## config.mk

```make
export PLATFORM = sky130hd
export DESIGN_NAME = imem_boot_loader
export DESIGN_NICKNAME = d
export VERILOG_FILES = /design/src/rtl/imem_boot_loader.sv
export SDC_FILE = /design/constraint.sdc
export NUM_CORES = 1
export LEC_CHECK = 0
export ABC_AREA = 1
export BUFFER_PORTS_ARGS = -buffer_cell sky130_fd_sc_hd__buf_2
export CAP_MARGIN = 10
export CORE_MARGIN = 8
export CORE_UTILIZATION = 58
export DETAILED_ROUTE_END_ITERATION = 10
export GPL_TIMING_DRIVEN = 1
export MAX_ROUTING_LAYER = met4
export PLACE_DENSITY = 0.8
export SLEW_MARGIN = 25
export SYNTH_ARGS = -nofsm -noshare
export SYNTH_HDL_FRONTEND = slang
export SYNTH_SLANG_ARGS = --single-unit
```

## constraint.sdc

```tcl
create_clock -name clk -period 2.55 [get_ports clk]
set_input_delay 0.1275 -clock clk [delete_from_list [all_inputs] [get_ports clk]]
set_output_delay 0.1275 -clock clk [all_outputs]
set_load 0.005 [all_outputs]
```

## src/rtl/imem_boot_loader.sv

```systemverilog
// Boot loader: receives a framed program image over a byte stream, packs it into
// little-endian 32-bit words, writes them to instruction memory and releases the CPU.
module imem_boot_loader #(
  parameter int unsigned DEPTH     = 1001,
  parameter logic [31:0] BASE_ADDR = 32'h0,
  parameter logic [7:0]  SYNC_BYTE = 8'hA5
) (
  input  logic        clk,
  input  logic        rst_n,
  input  logic [7:0]  rx_data,
  input  logic        rx_valid,
  output logic [31:0] MEM_addr,
  output logic [31:0] MEM_Wdata,
  output logic        wMEM_en,
  output logic        cpu_rst_n,
  output logic        boot_done,
  output logic        boot_err,
  output logic        busy
);

  typedef enum logic [2:0] {
    IDLE,
    LEN_LO,
    LEN_HI,
    DATA,
    CSUM,
    DONE
  } state_e;

  localparam logic [15:0] MAX_LEN = 16'(DEPTH);

  state_e      state_q, state_d;
  logic [15:0] len_q, len_d;
  logic [15:0] word_cnt_q, word_cnt_d;
  logic [1:0]  byte_cnt_q, byte_cnt_d;
  logic [31:0] word_q, word_d;
  logic [7:0]  csum_q, csum_d;
  logic [31:0] mem_addr_q, mem_addr_d;
  logic [31:0] mem_wdata_q, mem_wdata_d;
  logic        wmem_en_q, wmem_en_d;
  logic        cpu_rst_n_q, cpu_rst_n_d;
  logic        boot_done_q, boot_done_d;
  logic        boot_err_q, boot_err_d;
  logic        busy_q, busy_d;

  always_ff @(posedge clk or negedge rst_n) begin
    if (!rst_n) begin
      state_q     <= IDLE;
      len_q       <= '0;
      word_cnt_q  <= '0;
      byte_cnt_q  <= '0;
      word_q      <= '0;
      csum_q      <= '0;
      mem_addr_q  <= '0;
      mem_wdata_q <= '0;
      wmem_en_q   <= 1'b0;
      cpu_rst_n_q <= 1'b0;
      boot_done_q <= 1'b0;
      boot_err_q  <= 1'b0;
      busy_q      <= 1'b0;
    end else begin
      state_q     <= state_d;
      len_q       <= len_d;
      word_cnt_q  <= word_cnt_d;
      byte_cnt_q  <= byte_cnt_d;
      word_q      <= word_d;
      csum_q      <= csum_d;
      mem_addr_q  <= mem_addr_d;
      mem_wdata_q <= mem_wdata_d;
      wmem_en_q   <= wmem_en_d;
      cpu_rst_n_q <= cpu_rst_n_d;
      boot_done_q <= boot_done_d;
      boot_err_q  <= boot_err_d;
      busy_q      <= busy_d;
    end
  end

  always_comb begin
    state_d     = state_q;
    len_d       = len_q;
    word_cnt_d  = word_cnt_q;
    byte_cnt_d  = byte_cnt_q;
    word_d      = word_q;
    csum_d      = csum_q;
    mem_addr_d  = mem_addr_q;
    mem_wdata_d = mem_wdata_q;
    wmem_en_d   = 1'b0;
    cpu_rst_n_d = cpu_rst_n_q;
    boot_done_d = boot_done_q;
    boot_err_d  = boot_err_q;

    if (rx_valid) begin
      case (state_q)
        IDLE: begin
          if (rx_data == SYNC_BYTE) begin
            state_d    = LEN_LO;
            boot_err_d = 1'b0;
            csum_d     = '0;
            word_cnt_d = '0;
            byte_cnt_d = '0;
            len_d      = '0;
          end
        end
        LEN_LO: begin
          len_d   = {8'h00, rx_data};
          state_d = LEN_HI;
        end
        LEN_HI: begin
          len_d = {rx_data, len_q[7:0]};
          if ((len_d == 16'd0) || (len_d > MAX_LEN)) begin
            state_d    = IDLE;
            boot_err_d = 1'b1;
          end else begin
            state_d = DATA;
          end
        end
        DATA: begin
          csum_d     = csum_q + rx_data;
          byte_cnt_d = byte_cnt_q + 2'd1;
          case (byte_cnt_q)
            2'd0:    word_d[7:0]   = rx_data;
            2'd1:    word_d[15:8]  = rx_data;
            2'd2:    word_d[23:16] = rx_data;
            default: word_d[31:24] = rx_data;
          endcase
          // The 4th byte goes straight to the write port so the strobe lands next cycle.
          if (byte_cnt_q == 2'd3) begin
            wmem_en_d   = 1'b1;
            mem_addr_d  = BASE_ADDR + {14'd0, word_cnt_q, 2'b00};
            mem_wdata_d = {rx_data, word_q[23:0]};
            word_cnt_d  = word_cnt_q + 16'd1;
            if (word_cnt_q == (len_q - 16'd1)) begin
              state_d = CSUM;
            end
          end
        end
        CSUM: begin
          if (rx_data == csum_q) begin
            state_d     = DONE;
            cpu_rst_n_d = 1'b1;
            boot_done_d = 1'b1;
          end else begin
            state_d    = IDLE;
            boot_err_d = 1'b1;
          end
        end
        default: begin
        end
      endcase
    end

    busy_d = (state_d == LEN_LO) || (state_d == LEN_HI) ||
             (state_d == DATA)   || (state_d == CSUM);
  end

  assign MEM_addr  = mem_addr_q;
  assign MEM_Wdata = mem_wdata_q;
  assign wMEM_en   = wmem_en_q;
  assign cpu_rst_n = cpu_rst_n_q;
  assign boot_done = boot_done_q;
  assign boot_err  = boot_err_q;
  assign busy      = busy_q;

endmodule

```

==> qor.yml, run 1 <==
status:
  outcome: "complete, no violations"
sta:
  tns_ns: 0
  post-route-min-period_ns: 2.35
  slew_violations: 0
  setup_viol: 0
  hold_viol: 0
  slew_headroom: 0.344
  rsz0062_at_grt: "no"
  setup_ws_ns: 0.198
  min_period_over_period: 0.922
  tightest_slew_ns: 0.983
  whs_ns: 0.156
  fin_skew_ns: 0.0112
  max_freq_mhz: 425
drt:
  first_iter_violations: 368
  vias: 5506
  drc_errors: 0
  wl_per_cell_um: 16.0
  drt_wl_total_um: 16400
  firstDrtPassIters: 5
  via_per_inst: 5.38
  ant_nets: 0
yosys:
  muxShareOfSynthArea: 0
  yosys-top-cells-area: "dfrtp_1 49%, nand2_1 16%, o21ai_0 4.4%"
  ys_warn_count: 0
  synth-compound-area-share: 0.0941
  synthArstFlopShare: 1.00
  synth_fa_ha_area_frac: 0.0313
  netlist.area_leader.share: 0.485
  synth_top_family_by_area: "simple AND/OR/NAND/NOR gates"
  synth_edf_count: 0
  syn_area_sq_um: 6240
  synth_xor_area_frac: 0.0267
  avgSynthCellArea_sq_um: 7.89
  synthCells: 791
  ys_types: 38
  yosys.area_share.simple: 0.277
  yosysSeqAreaShare: 0.485
  synth_seq_cells: 121
  yosysTopAreaCell: "dfrtp_1"
  synth_ff_type: "dfrtp_1"
floorplan:
  chipWidth_um: 120
  initial_core_util: 0.586
  fp.coreArea_sq_um: 10700
  ios: 80
  fp-row-count: 38
  die_h_um: 120
  die-area_sq_um: 14300
power_and_ir_drop:
  peakVddDrop_mv: 0.588
  power_density_nw_per_um2: 1260
  finalPower_mw: 9.26
  p_leak_nw: 3.92
final_layout:
  finalNetCount: 896
  final_area_sq_um: 7320
  layout_common_cells: "261 x nand2_1, 121 x dfrtp_1, 71 x inv_1"
  drive_gt1_frac: 0.152
  layout-area-overhead-vs-synth_pct: 17.4
  diodes: 0
  final_common_cell: "nand2_1"
  nFillCells: 885
setup_path:
  critPathKind: "reg -> reg"
  crit_arrival_ns: 2.77
  crit_path_start_kind: "flop"
  end_kind: "flop"
  worst-path-max-fanout: 6
  critPathRequiredTime_ns: 2.97
placement:
  dpl_cell_area_sq_um: 6640
  gp_congestion: 0.919
  dp_hpwl_um: 11900
  portBuffers: 63
  pre_cts_ws_ns: 0.239
clocking:
  post_cts_buffers: 0
  clk_pin_slew_ns: 0.06
  clockBufferDepth: 2
  h-tree-depth: 4
  cts_root_buf: "clkbuf_8"
  tritoncts.num_buffers: 17
  clock-sinks: 121
  insertion_delay_ns: 0.52
  cts_resized: 0
  cts_tree: "built"
global_route:
  antenna_found_initial: 0
  grt-ovfl-total: 0
  grtUsageTotal: 0.240
  grt_pass1_wl_um: 26800
  grt_max_degree: 68
  grt_pass1_vias: 5573
worst_hold_path:
  hold_path.class: "in -> async"
run:
  cap_violations: 0
## layer usage
| layer | vias up | global-route usage | wire length, um |
|---|---|---|---|
| met5 | - | - | 0 |
| met4 | 0 | 0.0898 | 255 |
| met3 | 24 | 0.0479 | 970 |
| met2 | 191 | 0.391 | 8050 |
| met1 | 2625 | 0.291 | 7110 |
| li1 | 2666 | - | - |
## sequential cells by signal (all words and copies together), names as in the netlist, 2 cells and up
signal,flops
MEM_Wdata,32
word_q,24
MEM_addr,16
len_q,16
word_cnt_q,16
csum_q,8
state_q,3
byte_cnt_q,2
## cell usage after synthesis (7+ instances only)
master,number
nor2_2,7
inv_2,12
nor2_1,63
nand2_1,261
xor2_1,18
nand3_1,43
buf_4,18
nor3_1,10
ha_1,14
o22ai_1,8
dfrtp_1,121
nand4_1,8
a21oi_1,12
clkbuf_1,14
o21ai_0,55
inv_1,71
o21ai_1,17
## power breakdown
part / total (mW) / internal, mW / switching (mW)
logic: 3.61 / 1.34 / 2.27
clock network: 2.33 / 1.42 / 0.904
registers: 3.32 / 2.70 / 0.621
## logic make-up after synthesis
kind of cell | Yosys count
and+or+nand+nor | 408
buffers and inverters | 122
DFF | 121
AOI/OAI and AO/OA | 105
xor gates and xnor gates | 19
adders and majority gates | 15
other | 1
## worst paths after layout
path                         startpoint      endpoint  slack [ns]  depth (start not counted)
setup reg to reg               len_q[0]          busy        0.20                         16
hold reg to reg            MEM_Wdata[2]  MEM_Wdata[2]        0.47                          2
max in group asynchronous         rst_n   MEM_addr[2]        1.52                          3
hold / removal                    rst_n    state_q[2]        0.16                          2
min in group clk             rx_data[4]     len_q[12]        0.46                          4
setup / recovery               len_q[0]          busy        0.20                         16
## critical path, stage by stage (launching register included)
cell and delay (ns):
dfrtp_1 0.40, inv_1 0.17, ha_1 0.23, nand2_1 0.12, nor2_1 0.21, nand2_1 0.10
nor2_1 0.12, xor2_1 0.20, nand2_1 0.08, nor2_1 0.10, nand4_1 0.07, nand2_1 0.11
nand2_1 0.05, nand2_1 0.11, nand3_1 0.08, nand2_1 0.07, inv_1 0.03
## final cells by class
class                   count  area (sq um)  area share
clock buffers              19           432      0.0590
well taps                 140           175      0.0239
flip-flops and latches    121          3030       0.414
clock inverters            13           144      0.0197
multi-input cells         563          2740       0.374
repair buffers             82           485      0.0663
inverters                  85           319      0.0436
## per-stage QoR
stage / util / cells
global placement: 0.624 / 981
floorplan: - / 806
finish: 0.687 / 1023
CTS: 0.687 / 1023
detailed placement: 0.624 / 981
global route: 0.687 / 1023
## repair_timing
action | 4_1_cts | 5_1_grt
hold endpoints to repair | 58 | 0
hold buffers | 10 | 0
endpoints found under the setup margin | 0 | 0
Power figures use the tool's default switching activity.
==> run 2: changes to the inputs <==
Settings changed: PLACE_DENSITY 0.8 to 0.78, SKIP_LAST_GASP set to 1.
==> qor.yml, run 2 (synthesized netlist as in run 1, its figures left out) <==
sta:
  slew_violations: 0  # unchanged
  max_freq_mhz: 441  # was 425 MHz
  whs_ns: 0.0371  # was 0.156 ns
  tns_ns: 0  # unchanged
  min_period_over_period: 0.889  # was 0.922
  post-route-min-period_ns: 2.27  # was 2.35 ns
  rsz0062_at_grt: "no"  # unchanged
  hold_viol: 0  # unchanged
  setup_ws_ns: 0.282  # was 0.198 ns
  fin_skew_ns: 0.00820  # was 0.0112 ns
  slew_headroom: 0.514  # was 0.344
  tightest_slew_ns: 0.728  # was 0.983 ns
  setup_viol: 0  # unchanged
power_and_ir_drop:
  internal_power_mw: 5.56  # was 5.46 mW
  clockPowerShare: 0.261  # was 0.252
  sequentialPowerShare: 0.354  # was 0.359
  peakVddDrop_mv: 0.622  # was 0.588 mV
  finalPower_mw: 9.37  # was 9.26 mW
  power_density_nw_per_um2: 1270  # was 1260 nW/um^2
  power.switching_mw: 3.80  # about the same
  combPwrFrac: 0.385  # was 0.389
  p_sw_frac: 0.406  # was 0.410
  p_leak_nw: 3.93  # was 3.92 nW
worst_hold_path:
  hold_path.class: "in -> reg"  # was in -> async
setup_path:
  end_kind: "flop"  # unchanged
  crit_path_start_kind: "flop"  # unchanged
  worst-path-max-fanout: 6  # unchanged
  critPathRequiredTime_ns: 2.96  # was 2.97 ns
  critPathKind: "reg -> reg"  # unchanged
  crit_arrival_ns: 2.68  # was 2.77 ns
  r2r_slack_ns: 0.28  # was 0.20 ns
clocking:
  insertion_delay_ns: 0.51  # was 0.52 ns
  cts_tree: "built"  # unchanged
  clock-sinks: 121  # unchanged
  post_cts_buffers: 0  # unchanged
  cts_root_buf: "clkbuf_8"  # unchanged
  clockBufferDepth: 2  # unchanged
  h-tree-depth: 4  # unchanged
  tritoncts.num_buffers: 17  # unchanged
  clk_pin_slew_ns: 0.06  # about the same
final_layout:
  finalNetCount: 896  # unchanged
  register_area_sq_um: 3030  # unchanged
  layout_common_cells: "260 x nand2_1, 121 x dfrtp_1, 70 x inv_1"  # was 261 x nand2_1, 121 x dfrtp_1, 71 x inv_1
  final_common_cell: "nand2_1"  # unchanged
  drive_gt1_frac: 0.159  # was 0.152
  final_area_sq_um: 7360  # was 7320 sq um
  multiInputGateArea_sq_um: 2740  # about the same
  largest_reg_flops: 32  # unchanged
  diodes: 0  # unchanged
  nFillCells: 896  # was 885
  layout-area-overhead-vs-synth_pct: 18.0  # was 17.4%
drt:
  drt_wl_total_um: 16300  # was 16400 um
  drc_errors: 0  # unchanged
  vias: 5497  # was 5506
  via_per_inst: 5.37  # was 5.38
  ant_nets: 0  # unchanged
  first_iter_violations: 582  # was 368
  wl_per_cell_um: 15.9  # was 16.0 um
  firstDrtPassIters: 5  # unchanged
floorplan:
  die-area_sq_um: 14300  # unchanged
  fp-row-count: 38  # unchanged
  chipWidth_um: 120  # unchanged
  initial_core_util: 0.586  # unchanged
  ios: 80  # unchanged
  die_h_um: 120  # unchanged
  fp.coreArea_sq_um: 10700  # unchanged
placement:
  gp_congestion: 0.915  # was 0.919
  portBuffers: 63  # unchanged
  dp_hpwl_um: 11800  # was 11900 um
  dpl_cell_area_sq_um: 6670  # was 6640 sq um
  pre_cts_ws_ns: 0.219  # was 0.239 ns
status:
  outcome: "complete, no violations"  # unchanged
global_route:
  grt_pass1_wl_um: 26900  # was 26800 um
  grt_max_degree: 57  # was 68
  antenna_found_initial: 0  # unchanged
  grtUsageTotal: 0.240  # about the same
  grt-ovfl-total: 0  # unchanged
  grt_pass1_vias: 5384  # was 5573
run:
  cap_violations: 0  # unchanged
==> run 2: power groups by stage <==
| stage | registers, mW | clock network [mW] | logic, mW |
|---|---|---|---|
| finish | 3.31 | 2.45 | 3.61 |
| global route | 3.41 | 2.58 | 4.13 |
| CTS | 3.30 | 2.48 | 3.61 |
| detailed placement | 3.33 | 0 | 3.56 |
| global placement | 3.29 | 0 | 3.48 |
| floorplan | 3.21 | 0 | 2.47 |
==> run 2: cell type report <==
| type | count | share of cell area |
|---|---|---|
| Sequential cell | 121 | 0.411 |
| Tap cell | 140 | 0.0238 |
| Multi-Input combinational cell | 563 | 0.372 |
| Clock inverter | 15 | 0.0258 |
| Timing Repair Buffer | 82 | 0.0670 |
| Inverter | 85 | 0.0433 |
| Clock buffer | 17 | 0.0563 |
==> run 2: stage by stage <==
| stage | cells | util |
|---|---|---|
| floorplan | 806 | - |
| global placement | 983 | 0.626 |
| detailed placement | 983 | 0.626 |
| CTS | 1023 | 0.691 |
| global route | 1023 | 0.691 |
| finish | 1023 | 0.691 |
==> run 2: critical path, stage by stage (launching register included) <==
cell and delay [ns]:
dfrtp_1 0.40, inv_2 0.11, ha_1 0.22, nand3_1 0.17
nor2_1 0.26, nand3_1 0.11, nand2_1 0.08, inv_1 0.03
nor2_1 0.07, nand2_1 0.06, nor2_1 0.09, nand4_1 0.08
nand2_1 0.11, nand2_1 0.07, nand2_1 0.11, nand3_1 0.08
nand2_1 0.07, inv_1 0.04
==> run 2: what timing repair did <==
item / CTS / global route
endpoints found under the setup margin: 0 / 2
hold endpoints to repair: 107 / 0
hold buffers: 8 / 0
resized for setup: 0 / 3
==> run 2: path summary, 6_finish.rpt <==
| check | start | end | cells past startpoint |
|---|---|---|---|
| min | rx_data[0] | len_q[8] | 3 |
| min reg2reg | MEM_Wdata[23] | MEM_Wdata[23] | 2 |
| max reg2reg | len_q[0] | busy | 17 |
| max in group asynchronous | rst_n | word_q[1] | 3 |
| max | len_q[0] | busy | 17 |
| min in group asynchronous | rst_n | state_q[0] | 2 |
==> run 2: metal layers <==
layer	share of wire	global-route usage	vias to the layer above	routed length, um
met1	0.44	0.299	2662	7120
li1	-	-	2649	-
met2	0.50	0.392	166	8100
met3	0.054	0.0503	20	881
met4	0.011	0.0632	0	178
met5	0	-	-	0
==> run 3: changes to the inputs <==
Settings changed: CORE_UTILIZATION 58 to 55, PLACE_DENSITY 0.78 to 0.74, RECOVER_POWER set to 100.
==> qor.yml, run 3 (synthesized netlist as in run 1, its figures left out) <==
global_route:
  use_met1: 0.292  # was 0.299
  met3_usage: 0.0515  # was 0.0503
  grt_pass1_wl_um: 26200  # was 26900 um
  grt_max_degree: 60  # was 57
  top_usage_layer: "met2"  # unchanged
  antenna_found_initial: 0  # unchanged
  grt_pass1_vias: 5266  # was 5384
  grt.met2_usage: 0.365  # was 0.392
  grtUsageTotal: 0.231  # was 0.240
  grt-ovfl-total: 0  # unchanged
setup_path:
  critPathKind: "reg -> reg"  # unchanged
  worst-path-max-fanout: 10  # was 6
  end_kind: "flop"  # unchanged
  crit_path_start_kind: "flop"  # unchanged
  crit_arrival_ns: 2.62  # was 2.68 ns
  critPathRequiredTime_ns: 2.85  # was 2.96 ns
placement:
  dp_cells: 985  # was 983
  dp_hpwl_um: 11900  # was 11800 um
  gp_congestion: 0.940  # was 0.915
  portBuffers: 63  # unchanged
  dpl_cell_area_sq_um: 6680  # was 6670 sq um
  pre_cts_ws_ns: 0.262  # was 0.219 ns
floorplan:
  die-area_sq_um: 15000  # was 14300 sq um
  fp-row-count: 39  # was 38
  chipWidth_um: 122  # was 120 um
  initial_core_util: 0.556  # was 0.586
  ios: 80  # unchanged
  fp.coreArea_sq_um: 11200  # was 10700 sq um
  die_h_um: 122  # was 120 um
drt:
  first_iter_violations: 418  # was 582
  via_per_inst: 5.31  # was 5.37
  ant_nets: 0  # unchanged
  wl_per_cell_um: 15.9  # about the same
  vias: 5406  # was 5497
  firstDrtPassIters: 5  # unchanged
  drt_wl_total_um: 16200  # was 16300 um
  drc_errors: 0  # unchanged
final_layout:
  largest_reg_flops: 32  # unchanged
  final_cells: 1018  # was 1023
  diodes: 0  # unchanged
  nFillCells: 1048  # was 896
  final_util: 0.638  # was 0.691
  layout_common_cells: "261 x nand2_1, 121 x dfrtp_1, 74 x inv_1"  # was 260 x nand2_1, 121 x dfrtp_1, 70 x inv_1
  final_common_cell: "nand2_1"  # unchanged
  drive_gt1_frac: 0.109  # was 0.159
  final_area_sq_um: 7160  # was 7360 sq um
  finalNetCount: 889  # was 896
  layout-area-overhead-vs-synth_pct: 14.7  # was 18.0%
run:
  cap_violations: 0  # unchanged
clocking:
  clockBufferDepth: 2  # unchanged
  tritoncts.num_buffers: 17  # unchanged
  h-tree-depth: 4  # unchanged
  cts_tree: "built"  # unchanged
  cts_root_buf: "clkbuf_16"  # was clkbuf_8
  clock-sinks: 121  # unchanged
  clk_pin_slew_ns: 0.06  # about the same
  insertion_delay_ns: 0.42  # was 0.51 ns
sta:
  whs_ns: 0.0164  # was 0.0371 ns
  slew_violations: 0  # unchanged
  post-route-min-period_ns: 2.33  # was 2.27 ns
  setup_viol: 0  # unchanged
  hold_viol: 0  # unchanged
  slew_headroom: 0.0141  # was 0.514
  rsz0062_at_grt: "no"  # unchanged
  tightest_slew_ns: 1.48  # was 0.728 ns
  tns_ns: 0  # unchanged
  fin_skew_ns: 0.00969  # was 0.00820 ns
  setup_ws_ns: 0.225  # was 0.282 ns
  min_period_over_period: 0.912  # was 0.889
  max_freq_mhz: 430  # was 441 MHz
power_and_ir_drop:
  p_leak_nw: 3.74  # was 3.93 nW
  peakVddDrop_mv: 0.588  # was 0.622 mV
  power_density_nw_per_um2: 1270  # about the same
  finalPower_mw: 9.09  # was 9.37 mW
worst_hold_path:
  hold_path.class: "in -> reg"  # unchanged
status:
  outcome: "complete, no violations"  # unchanged
## run 3: changes by cell type in the layout (fill, tap and decap cells not counted), sizes merged
cell         change
buf             -39
clkbuf          +39
dlygate4sd3      -6
clkinv           +3
inv              -3
bufinv           -2
## run 3: path summary, 6_finish.rpt
check | from | end | slack [ns] | depth (start not counted)
worst max register to register | state_q[0] | csum_q[6] | 0.22 | 8
worst min register to register | MEM_Wdata[19] | MEM_Wdata[19] | 0.47 | 2
min in group asynchronous | rst_n | len_q[8] | 0.60 | 2
worst min-delay path | rx_data[2] | len_q[10] | 0.02 | 3
max in group asynchronous | rst_n | MEM_Wdata[26] | 0.56 | 3
worst max-delay path | state_q[0] | csum_q[6] | 0.22 | 8
## run 3: layer usage
layer	part of all wire	vias up
li1	-	2641
met5	0	-
met4	0.013	0
met3	0.072	23
met1	0.43	2565
met2	0.48	177
## run 3: final cells by class
class                           count  area [sq um]  area share
Tap cell                          143           179      0.0250
Sequential cell                   121          3030       0.423
Inverter                           85           319      0.0446
Clock inverter                     13           121      0.0170
Timing Repair Buffer               75           362      0.0505
Clock buffer                       18           439      0.0614
Multi-Input combinational cell    563          2710       0.378
## run 3: critical path, stage by stage (launching register included)
cell and delay (ns):
dfrtp_1 0.44, inv_1 0.11, nor3_1 0.40, inv_1 0.28
nor2_2 0.26, clkbuf_2 0.28, inv_1 0.21, nand3_1 0.14
o21ai_0 0.09
## run 3: repair_timing
item | in CTS | in global routing
hold buffers | 2 | 0
buffers inserted | 0 | 0
endpoints found under the setup margin | 0 | 1
endpoints found under the hold margin | 57 | 0
resized for setup | 0 | 2
## run 3: power by group
| part | total (mW) | internal [mW] | switching [mW] | leakage (nW) |
|---|---|---|---|---|
| clock network | 2.26 | 1.37 | 0.897 | 0.273 |
| registers | 3.33 | 2.70 | 0.623 | 1.59 |
| logic | 3.50 | 1.26 | 2.24 | 1.88 |
